## config.mk

```make
export PLATFORM = sky130hd
export DESIGN_NAME = span_fragment_generator_flat
export DESIGN_NICKNAME = d
export VERILOG_FILES = /design/src/rtl/span_fragment_generator_pkg.sv /design/src/rtl/span_fragment_generator_if.sv /design/src/rtl/span_fragment_generator_fifo.sv /design/src/rtl/span_fragment_generator.sv /design/src/flat_wrapper.sv
export SDC_FILE = /design/constraint.sdc
export NUM_CORES = 2
export LEC_CHECK = 0
export CORE_MARGIN = 8
export CORE_UTILIZATION = 35
export DETAILED_ROUTE_END_ITERATION = 6
export PLACE_DENSITY_LB_ADDON = 0.3
export SLEW_MARGIN = 20
export SYNTH_ARGS = -nofsm -noshare
export SYNTH_HDL_FRONTEND = slang
export SYNTH_SLANG_ARGS = --single-unit
export TNS_END_PERCENT = 5
```

## constraint.sdc

```tcl
create_clock -name clk -period 65.7 [get_ports clk]
set_input_delay 13.14 -clock clk [delete_from_list [all_inputs] [get_ports clk]]
set_output_delay 13.14 -clock clk [all_outputs]
set_load 0.02 [all_outputs]
```

## src/rtl/span_fragment_generator_pkg.sv

```systemverilog
// Shared raster types: span record, traversal states and the lane-offset helper.
package raster_pkg;

    localparam int SPAN_W       = 32;
    localparam int SPAN_COORD_W = 16;
    localparam int SPAN_LANES   = 4;

    typedef struct packed {
        logic [SPAN_COORD_W-1:0]      x;
        logic [SPAN_COORD_W-1:0]      y;
        logic [SPAN_LANES-1:0]        mask;
        logic [SPAN_LANES*SPAN_W-1:0] w0;
        logic [SPAN_LANES*SPAN_W-1:0] w1;
        logic [SPAN_LANES*SPAN_W-1:0] w2;
    } span_t;

    typedef enum logic [1:0] {IDLE, SETUP, SCAN, ROW} span_state_t;

    // i*dy modulo 2^W built from shifted copies of dy; i covers 0..16.
    function automatic logic [SPAN_W-1:0] lane_offset(input logic [4:0] i,
                                                      input logic [SPAN_W-1:0] dy);
        logic [SPAN_W-1:0] acc;
        acc = '0;
        for (int b = 0; b < 5; b++) begin
            if (i[b]) acc = acc + (dy << b);
        end
        return acc;
    endfunction

endpackage

```

## src/rtl/span_fragment_generator_if.sv

```systemverilog
// Triangle-setup inputs and span-output handshake of the span fragment generator.
interface span_fragment_generator_if #(
    parameter int W       = 32,
    parameter int COORD_W = 16,
    parameter int LANES   = 4
);
    logic                     start;
    logic [COORD_W-1:0]       xmin, xmax, ymin, ymax;
    logic [W-1:0]             l0_dx, l1_dx, l2_dx;
    logic [W-1:0]             l0_dy, l1_dy, l2_dy;
    logic [W-1:0]             w0_00, w1_00, w2_00;
    logic [2:0]               edge_tl;
    logic                     pop_span;
    logic                     span_val;
    logic [COORD_W-1:0]       span_x, span_y;
    logic [LANES-1:0]         span_mask;
    logic [LANES*W-1:0]       span_w0, span_w1, span_w2;
    logic                     busy;
    logic                     done;

    modport master (
        output start, xmin, xmax, ymin, ymax, l0_dx, l1_dx, l2_dx,
               l0_dy, l1_dy, l2_dy, w0_00, w1_00, w2_00, edge_tl, pop_span,
        input  span_val, span_x, span_y, span_mask, span_w0, span_w1, span_w2,
               busy, done
    );

    modport slave (
        input  start, xmin, xmax, ymin, ymax, l0_dx, l1_dx, l2_dx,
               l0_dy, l1_dy, l2_dy, w0_00, w1_00, w2_00, edge_tl, pop_span,
        output span_val, span_x, span_y, span_mask, span_w0, span_w1, span_w2,
               busy, done
    );
endinterface

```

## src/rtl/span_fragment_generator_fifo.sv

```systemverilog
// Synchronous span FIFO, 2^LG_DEPTH entries; head read combinationally.
// Push while full and pop while empty are ignored; pointers carry one wrap bit.
module span_fifo
    import raster_pkg::*;
#(
    parameter int LG_DEPTH = 3
) (
    input  logic  clk,
    input  logic  rst,
    input  logic  push_i,
    input  span_t din_i,
    input  logic  pop_i,
    output span_t dout_o,
    output logic  full_o,
    output logic  empty_o
);

    span_t               mem_q [2**LG_DEPTH];
    logic [LG_DEPTH:0]   head_q, tail_q;

    assign empty_o = (head_q == tail_q);
    assign full_o  = (head_q[LG_DEPTH-1:0] == tail_q[LG_DEPTH-1:0]) &&
                     (head_q[LG_DEPTH] != tail_q[LG_DEPTH]);
    assign dout_o  = mem_q[head_q[LG_DEPTH-1:0]];

    always_ff @(posedge clk) begin
        if (rst) begin
            head_q <= '0;
            tail_q <= '0;
        end else begin
            if (push_i && !full_o) tail_q <= tail_q + 1'b1;
            if (pop_i && !empty_o) head_q <= head_q + 1'b1;
        end
    end

    always_ff @(posedge clk) begin
        if (push_i && !full_o) mem_q[tail_q[LG_DEPTH-1:0]] <= din_i;
    end

endmodule

```

## src/rtl/span_fragment_generator.sv

```systemverilog
// Walks a triangle bbox in LANES-wide spans, pushing covered spans to a FIFO (SCAN cycle t -> span_val at t+1).
// SCAN stalls while the FIFO is full; FRAG_TOP_LEFT_EN enables the top-left rule for zero edge values.
module span_fragment_generator
    import raster_pkg::*;
#(
    parameter int W          = SPAN_W,
    parameter int COORD_W    = SPAN_COORD_W,
    parameter int LANES      = SPAN_LANES,
    parameter int LG_FIFO_SZ = 3
) (
    input  logic clk,
    input  logic rst,
    span_fragment_generator_if.slave bus
);

    span_state_t        state_q, state_d;
    logic [COORD_W-1:0] x_q, x_d, y_q, y_d;
    logic [COORD_W-1:0] xmin_q, xmax_q, ymax_q;
    logic [W-1:0]       w_q [3];
    logic [W-1:0]       w_d [3];
    logic [W-1:0]       rb_q [3];
    logic [W-1:0]       rb_d [3];
    logic [W-1:0]       dx_q [3];
    logic [W-1:0]       dy_q [3];
    logic [W-1:0]       step_q [3];
    logic [W-1:0]       off_q [3][LANES];
    logic [W-1:0]       lane_w [3][LANES];
    logic [W-1:0]       w00_in [3];
    logic [W-1:0]       dx_in [3];
    logic [W-1:0]       dy_in [3];
    logic [LANES-1:0]   mask;
    logic [2:0]         tl_eff;
    logic               done_q, done_d;
    logic               push, load, row_end, box_empty;
    logic               fifo_full, fifo_empty;
    span_t              push_dat, head;

    assign w00_in[0] = bus.w0_00;
    assign w00_in[1] = bus.w1_00;
    assign w00_in[2] = bus.w2_00;
    assign dx_in[0]  = bus.l0_dx;
    assign dx_in[1]  = bus.l1_dx;
    assign dx_in[2]  = bus.l2_dx;
    assign dy_in[0]  = bus.l0_dy;
    assign dy_in[1]  = bus.l1_dy;
    assign dy_in[2]  = bus.l2_dy;

    assign box_empty = (bus.xmin > bus.xmax) || (bus.ymin > bus.ymax);
    assign load      = (state_q == IDLE) && bus.start && !box_empty;
    assign row_end   = ({1'b0, x_q} + (COORD_W+1)'(LANES)) > {1'b0, xmax_q};

`ifdef FRAG_TOP_LEFT_EN
    logic [2:0] tl_q;
    always_ff @(posedge clk) begin
        if (load) tl_q <= bus.edge_tl;
    end
    assign tl_eff = tl_q;
`else
    // With every edge flagged top-left, zero is always inside.
    logic unused_tl;
    assign unused_tl = ^bus.edge_tl;
    assign tl_eff    = 3'b111;
`endif

    function automatic logic edge_in(input logic [W-1:0] v, input logic tl);
        return !v[W-1] && ((v != '0) || tl);
    endfunction

    always_comb begin
        for (int k = 0; k < 3; k++) begin
            for (int i = 0; i < LANES; i++) lane_w[k][i] = w_q[k] + off_q[k][i];
        end
    end

    always_comb begin
        mask     = '0;
        push_dat = '0;
        for (int i = 0; i < LANES; i++) begin
            mask[i] = (({1'b0, x_q} + (COORD_W+1)'(i)) <= {1'b0, xmax_q}) &&
                      edge_in(lane_w[0][i], tl_eff[0]) &&
                      edge_in(lane_w[1][i], tl_eff[1]) &&
                      edge_in(lane_w[2][i], tl_eff[2]);
            push_dat.w0[i*W +: W] = lane_w[0][i];
            push_dat.w1[i*W +: W] = lane_w[1][i];
            push_dat.w2[i*W +: W] = lane_w[2][i];
        end
        push_dat.x    = x_q;
        push_dat.y    = y_q;
        push_dat.mask = mask;
    end

    always_comb begin
        state_d = state_q;
        x_d     = x_q;
        y_d     = y_q;
        w_d     = w_q;
        rb_d    = rb_q;
        done_d  = 1'b0;
        push    = 1'b0;
        case (state_q)
            IDLE: begin
                if (bus.start) begin
                    if (box_empty) begin
                        done_d = 1'b1;
                    end else begin
                        state_d = SETUP;
                        x_d     = bus.xmin;
                        y_d     = bus.ymin;
                        w_d     = w00_in;
                        rb_d    = w00_in;
                    end
                end
            end
            SETUP: state_d = SCAN;
            SCAN: begin
                // A full FIFO freezes the walk; the span is re-evaluated next cycle.
                if (!fifo_full) begin
                    push = |mask;
                    if (row_end) begin
                        if (y_q == ymax_q) begin
                            state_d = IDLE;
                            done_d  = 1'b1;
                        end else begin
                            state_d = ROW;
                        end
                    end else begin
                        x_d = x_q + COORD_W'(LANES);
                        for (int k = 0; k < 3; k++) w_d[k] = w_q[k] + step_q[k];
                    end
                end
            end
            ROW: begin
                state_d = SCAN;
                y_d     = y_q + COORD_W'(1);
                x_d     = xmin_q;
                for (int k = 0; k < 3; k++) begin
                    rb_d[k] = rb_q[k] + dx_q[k];
                    w_d[k]  = rb_q[k] + dx_q[k];
                end
            end
            default: state_d = IDLE;
        endcase
    end

    always_ff @(posedge clk) begin
        if (rst) begin
            state_q <= IDLE;
            done_q  <= 1'b0;
        end else begin
            state_q <= state_d;
            done_q  <= done_d;
        end
    end

    always_ff @(posedge clk) begin
        x_q  <= x_d;
        y_q  <= y_d;
        w_q  <= w_d;
        rb_q <= rb_d;
        if (load) begin
            xmin_q <= bus.xmin;
            xmax_q <= bus.xmax;
            ymax_q <= bus.ymax;
            dx_q   <= dx_in;
            dy_q   <= dy_in;
        end
        if (state_q == SETUP) begin
            for (int k = 0; k < 3; k++) begin
                step_q[k] <= lane_offset(5'(LANES), dy_q[k]);
                for (int i = 0; i < LANES; i++) off_q[k][i] <= lane_offset(5'(i), dy_q[k]);
            end
        end
    end

    span_fifo #(.LG_DEPTH(LG_FIFO_SZ)) u_fifo (
        .clk     (clk),
        .rst     (rst),
        .push_i  (push),
        .din_i   (push_dat),
        .pop_i   (bus.pop_span),
        .dout_o  (head),
        .full_o  (fifo_full),
        .empty_o (fifo_empty)
    );

    assign bus.span_val  = !fifo_empty;
    assign bus.span_x    = head.x;
    assign bus.span_y    = head.y;
    assign bus.span_mask = head.mask;
    assign bus.span_w0   = head.w0;
    assign bus.span_w1   = head.w1;
    assign bus.span_w2   = head.w2;
    assign bus.busy      = (state_q != IDLE);
    assign bus.done      = done_q;

endmodule

```

## src/flat_wrapper.sv

```systemverilog
// flat-port wrapper written by rule: the top's interface ports become plain ports
module span_fragment_generator_flat import raster_pkg::*;
#(
    parameter int W          = SPAN_W,
    parameter int COORD_W    = SPAN_COORD_W,
    parameter int LANES      = SPAN_LANES,
    parameter int LG_FIFO_SZ = 3
)
  (clk, rst, bus_start, bus_xmin, bus_xmax, bus_ymin, bus_ymax, bus_l0_dx, bus_l1_dx, bus_l2_dx, bus_l0_dy, bus_l1_dy, bus_l2_dy, bus_w0_00, bus_w1_00, bus_w2_00, bus_edge_tl, bus_pop_span, bus_span_val, bus_span_x, bus_span_y, bus_span_mask, bus_span_w0, bus_span_w1, bus_span_w2, bus_busy, bus_done);
  span_fragment_generator_if #(.W(W), .COORD_W(COORD_W), .LANES(LANES)) bus_i ();
  input  logic clk;
  input  logic rst;
  input wire logic [$bits(bus_i.start)-1:0] bus_start;
  input wire logic [$bits(bus_i.xmin)-1:0] bus_xmin;
  input wire logic [$bits(bus_i.xmax)-1:0] bus_xmax;
  input wire logic [$bits(bus_i.ymin)-1:0] bus_ymin;
  input wire logic [$bits(bus_i.ymax)-1:0] bus_ymax;
  input wire logic [$bits(bus_i.l0_dx)-1:0] bus_l0_dx;
  input wire logic [$bits(bus_i.l1_dx)-1:0] bus_l1_dx;
  input wire logic [$bits(bus_i.l2_dx)-1:0] bus_l2_dx;
  input wire logic [$bits(bus_i.l0_dy)-1:0] bus_l0_dy;
  input wire logic [$bits(bus_i.l1_dy)-1:0] bus_l1_dy;
  input wire logic [$bits(bus_i.l2_dy)-1:0] bus_l2_dy;
  input wire logic [$bits(bus_i.w0_00)-1:0] bus_w0_00;
  input wire logic [$bits(bus_i.w1_00)-1:0] bus_w1_00;
  input wire logic [$bits(bus_i.w2_00)-1:0] bus_w2_00;
  input wire logic [$bits(bus_i.edge_tl)-1:0] bus_edge_tl;
  input wire logic [$bits(bus_i.pop_span)-1:0] bus_pop_span;
  output wire logic [$bits(bus_i.span_val)-1:0] bus_span_val;
  output wire logic [$bits(bus_i.span_x)-1:0] bus_span_x;
  output wire logic [$bits(bus_i.span_y)-1:0] bus_span_y;
  output wire logic [$bits(bus_i.span_mask)-1:0] bus_span_mask;
  output wire logic [$bits(bus_i.span_w0)-1:0] bus_span_w0;
  output wire logic [$bits(bus_i.span_w1)-1:0] bus_span_w1;
  output wire logic [$bits(bus_i.span_w2)-1:0] bus_span_w2;
  output wire logic [$bits(bus_i.busy)-1:0] bus_busy;
  output wire logic [$bits(bus_i.done)-1:0] bus_done;
  assign bus_i.start = bus_start;
  assign bus_i.xmin = bus_xmin;
  assign bus_i.xmax = bus_xmax;
  assign bus_i.ymin = bus_ymin;
  assign bus_i.ymax = bus_ymax;
  assign bus_i.l0_dx = bus_l0_dx;
  assign bus_i.l1_dx = bus_l1_dx;
  assign bus_i.l2_dx = bus_l2_dx;
  assign bus_i.l0_dy = bus_l0_dy;
  assign bus_i.l1_dy = bus_l1_dy;
  assign bus_i.l2_dy = bus_l2_dy;
  assign bus_i.w0_00 = bus_w0_00;
  assign bus_i.w1_00 = bus_w1_00;
  assign bus_i.w2_00 = bus_w2_00;
  assign bus_i.edge_tl = bus_edge_tl;
  assign bus_i.pop_span = bus_pop_span;
  assign bus_span_val = bus_i.span_val;
  assign bus_span_x = bus_i.span_x;
  assign bus_span_y = bus_i.span_y;
  assign bus_span_mask = bus_i.span_mask;
  assign bus_span_w0 = bus_i.span_w0;
  assign bus_span_w1 = bus_i.span_w1;
  assign bus_span_w2 = bus_i.span_w2;
  assign bus_busy = bus_i.busy;
  assign bus_done = bus_i.done;
  span_fragment_generator #(.W(W), .COORD_W(COORD_W), .LANES(LANES), .LG_FIFO_SZ(LG_FIFO_SZ)) u_core (.clk(clk), .rst(rst), .bus(bus_i));
endmodule
```

==> impl_metrics.py <==
metrics = {
    "sta": {
        "final_period_demand_of_the_worst_path_ns": 20.53,
        "finalCritPeriodShare_pct": 31.2,
        "final_max_slew_viol_count": 0,
        "final_hold_viol_count": 0,
        "final.setup.tns_ns": 0,
        "skew_ns": 0.121,
        "max_slew.worst_pin.slew_ns": 1.18,
        "slew-limit-headroom_pct": 20.8,
        "setup_viol": 0,
        "max_freq_mhz": 48.7,
        "worst_slack_ns": 45.17,
        "grt_setup_unrepaired": "no",
    },
    "critical_path": {
        "worstReg2RegEnd": "u_core.u_fifo.mem_q[6][177]",
        "rrSetupSlack_ns": 56.42,
        "ff2ff_path_depth": 20,
        "critical_path_peak_fanout": 84,
        "startpoint_type": "flip-flop",
        "required_ns": 52.56,
        "reg_to_reg_start": "u_core.w_q[65]",
        "timing.critical_path.to_type": "output pin",
        "critPathKind": "reg2out",
        "cp.arrival_ns": 7.39,
    },
    "clock_tree": {
        "clock_insertion_delay_worst_skew_ns": 1.04,
        "cts-buffers-inserted": 419,
        "tritoncts_clock_tree": "built",
        "cts.sinks": 3979,
        "root_buffer": "sky130_fd_sc_hd__clkbuf_16",
        "number_of_instances_resized_during_post_cts_repair": 0,
        "h-tree-depth": 5,
        "cts_hold_repair.buffers": 0,
        "clkTransAtPathRegs_ns": 0.06,
        "cts_setup_buffers": 0,
        "cts.path.max_buffers": 4,
    },
    "global_routing": {
        "first_global_vias": 100001,
        "antenna_found_initial": 77,
        "grt_max_degree": 101,
        "global_route_total_usage_across_every_layer_pct": 19.4,
        "grt_pass1_wl_mm": 744,
        "grt_overflow": 0,
    },
    "detailed_routing": {
        "routedWlPerCell_um": 29.0,
        "postRouteWirelength_mm": 532,
        "number_of_detailed_route_iterations_in_the_first_pass": 6,
        "vias_per_cell": 5.43,
        "antenna_violating_nets_remaining": 0,
        "number_of_vias_after_detailed_routing": 99451,
        "drtIter0Drc": 9462,
        "drc": 0,
    },
    "status": {
        "outcome": "complete, no violations",
    },
    "floorplan": {
        "total_die_area_sq_um": 526000,
        "die-height_um": 726,
        "ios": 782,
        "floorplan.rows": 260,
        "core_region_area_sq_um": 501000,
        "initial_core_utilization_pct": 35.2,
        "floorplan.die.width_um": 726,
    },
    "place": {
        "worst_slack_at_placement_ns": 45.83,
        "globalplace.congestion": 0.891,
        "dp.final_hpwl_mm": 362,
        "numPortBuffers": 778,
    },
    "power": {
        "vdd.ir_drop.worst_uv": 23.0,
        "net-switching-power_w": 0.00178,
        "seq_power_share_pct": 47.4,
        "clock_power_share_pct": 36.3,
        "power_switching_share_pct": 27.1,
        "power.density_nw_per_um2": 31.7,
        "cellInternalPower_w": 0.00478,
        "p_comb_share_pct": 16.2,
        "leak_pwr_nw": 68.4,
    },
    "logic_synthesis": {
        "postSynth.topFlopCell": "sky130_fd_sc_hd__edfxtp_1",
        "most_area_consuming_cells_after_synthesis": "sky130_fd_sc_hd__edfxtp_1, sky130_fd_sc_hd__mux4_2, sky130_fd_sc_hd__ha_1",
        "syn_nets": 11264,
        "yosysWarningCount": 0,
        "synth.top_cell.area_share_pct": 67.6,
        "avgSynthCellArea_sq_um": 17.2,
        "syn-instance-count": 10228,
        "synth_top_cell_by_area": "sky130_fd_sc_hd__edfxtp_1",
        "mappedNetlistArea_sq_um": 176000,
        "sequential_fraction_of_the_synthesis_area_pct": 67.7,
        "synthArstFlopShare_pct": 0,
        "ys_ff_latch": 3979,
        "post_synth_num_cell_types": 92,
        "synth_edf_count": 3965,
    },
    "layout": {
        "final_layout_size_suffix_gt1_share_pct": 18.4,
        "syn_to_final_growth_pct": 17.3,
        "nets": 12286,
    },
    "worst_hold_path": {
        "hold-path-endpoint": "u_core.off_q[1][95]",
        "holdCritPathClass": "reg2reg",
        "min-delay-start": "u_core.dy_q[63]",
        "worstHoldPathCells": 0,
    },
    "job": {
        "drv_cap": 0,
    },
}
sequential cells by signal, summed over array words and instances (netlist names), 89 cells and up, named ones only:
register             flops
u_core.off_q           100
u_core.u_fifo.mem_q   3312
u_core.dy_q             96
u_core.rb_q             96
u_core.step_q           89
u_core.dx_q             96
u_core.w_q              96
area by class of cell:
cell class	count	area [sq um]
Clock buffer	496	10800
Multi-Input combinational cell	5662	54900
Timing Repair Buffer	953	9270
Inverter	235	887
Sequential cell	3979	119000
Clock inverter	277	3120
Antenna cell	24	60.1
Tap cell	6681	8360
Fill cell	44234	295000
power by group through the flow:
stage	Sequential [W]	Clock, W	Combinational [W]
final	0.00311	0.00238	0.00106
after global routing	0.00311	0.00252	0.00115
after CTS	0.00311	0.00243	0.00107
after detailed placement	0.00316	0	0.00106
after global placement	0.00316	0	0.00103
after floorplan	0.00314	0	0.000659
layout by cell type (no fill, tap or decap), drive strengths merged, types with 60 or more instances in the layout:
cell / count
mux4: 828
nand3: 119
xor2: 180
nand2b: 74
edfxtp: 3965
mux2: 425
clkbuf: 496
ha: 659
nor2b: 68
o21bai: 60
nand4: 76
a21o: 299
buf: 175
nand2: 482
a21oi: 556
o21ai: 294
inv: 248
xnor2: 408
clkdlybuf4s50: 778
nor2: 435
o21a: 73
nor3: 102
clkinv: 193
critical path: stages (launching register included):
cell and delay, ns:
sky130_fd_sc_hd__dfxtp_4 0.85, sky130_fd_sc_hd__buf_4 0.83, sky130_fd_sc_hd__buf_4 0.71, sky130_fd_sc_hd__buf_4 0.74, sky130_fd_sc_hd__buf_4 0.75, sky130_fd_sc_hd__buf_12 0.60, sky130_fd_sc_hd__mux4_2 0.59, sky130_fd_sc_hd__mux2_2 0.39
sky130_fd_sc_hd__clkdlybuf4s50_1 0.59
synthesized netlist by cell type (180+ instances only):
cell type	n
sky130_fd_sc_hd__clkbuf_1	229
sky130_fd_sc_hd__a21o_1	299
sky130_fd_sc_hd__xnor2_1	408
sky130_fd_sc_hd__nor2_1	435
sky130_fd_sc_hd__xor2_1	180
sky130_fd_sc_hd__mux2_2	425
sky130_fd_sc_hd__o21ai_0	284
sky130_fd_sc_hd__edfxtp_1	3965
sky130_fd_sc_hd__ha_1	659
sky130_fd_sc_hd__inv_1	232
sky130_fd_sc_hd__nand2_1	482
sky130_fd_sc_hd__mux4_2	828
sky130_fd_sc_hd__a21oi_1	555
layer usage:
| layer | up-vias | GRT usage (%) | wire, um |
|---|---|---|---|
| met5 | - | 0 | 169 |
| met4 | 26 | 5.63 | 16600 |
| met3 | 709 | 3.29 | 33300 |
| met2 | 3489 | 31.6 | 250000 |
| met1 | 52190 | 26.7 | 232000 |
| li1 | 43037 | - | - |
worst max path at each step:
| stage | start | slack, ns | to |
|---|---|---|---|
| global route | flip-flop | 44.41 | bus_span_w1[30] |
| finish | flip-flop | 45.17 | bus_span_w1[98] |
| floorplan | u_core.x_q[7] | 18.08 | u_core.u_fifo.mem_q[5][100] |
| CTS | flip-flop | 44.68 | bus_span_w1[30] |
| global placement | flip-flop | 45.93 | bus_span_w1[30] |
| detailed placement | flip-flop | 45.83 | bus_span_w1[30] |
kinds of logic (layout without fill, tap and decap cells):
family / Yosys count / in the layout / share of synthesized area [%]
flops: 3979 / 3979 / 67.7
xor+xnor: 588 / 588 / 2.92
fa+ha+maj: 677 / 677 / 4.88
compound gates: 1611 / 1611 / 5.83
simple gates: 1512 / 1512 / 3.95
mux: 1274 / 1274 / 13.4
other cells: 0 / 24 / 0
buf+inv: 587 / 1961 / 1.27
stage by stage:
stage / hold slack (ns) / std cells / cell area [sq um] / util, % / power, W
2_1_floorplan: 0.433 / 10228 / 176000 / - / 0.00380
3_3_place_gp: 0.448 / 17508 / 193000 / 38.4 / 0.00419
3_5_place_dp: 0.466 / 17510 / 193000 / 38.4 / 0.00422
4_1_cts: 0.478 / 18283 / 207000 / 41.2 / 0.00661
5_1_grt: 0.497 / 18292 / 207000 / 41.2 / 0.00678
6_report: 0.480 / 18307 / 207000 / 41.2 / 0.00656
No activity file was read; power rests on OpenSTA's default activity.
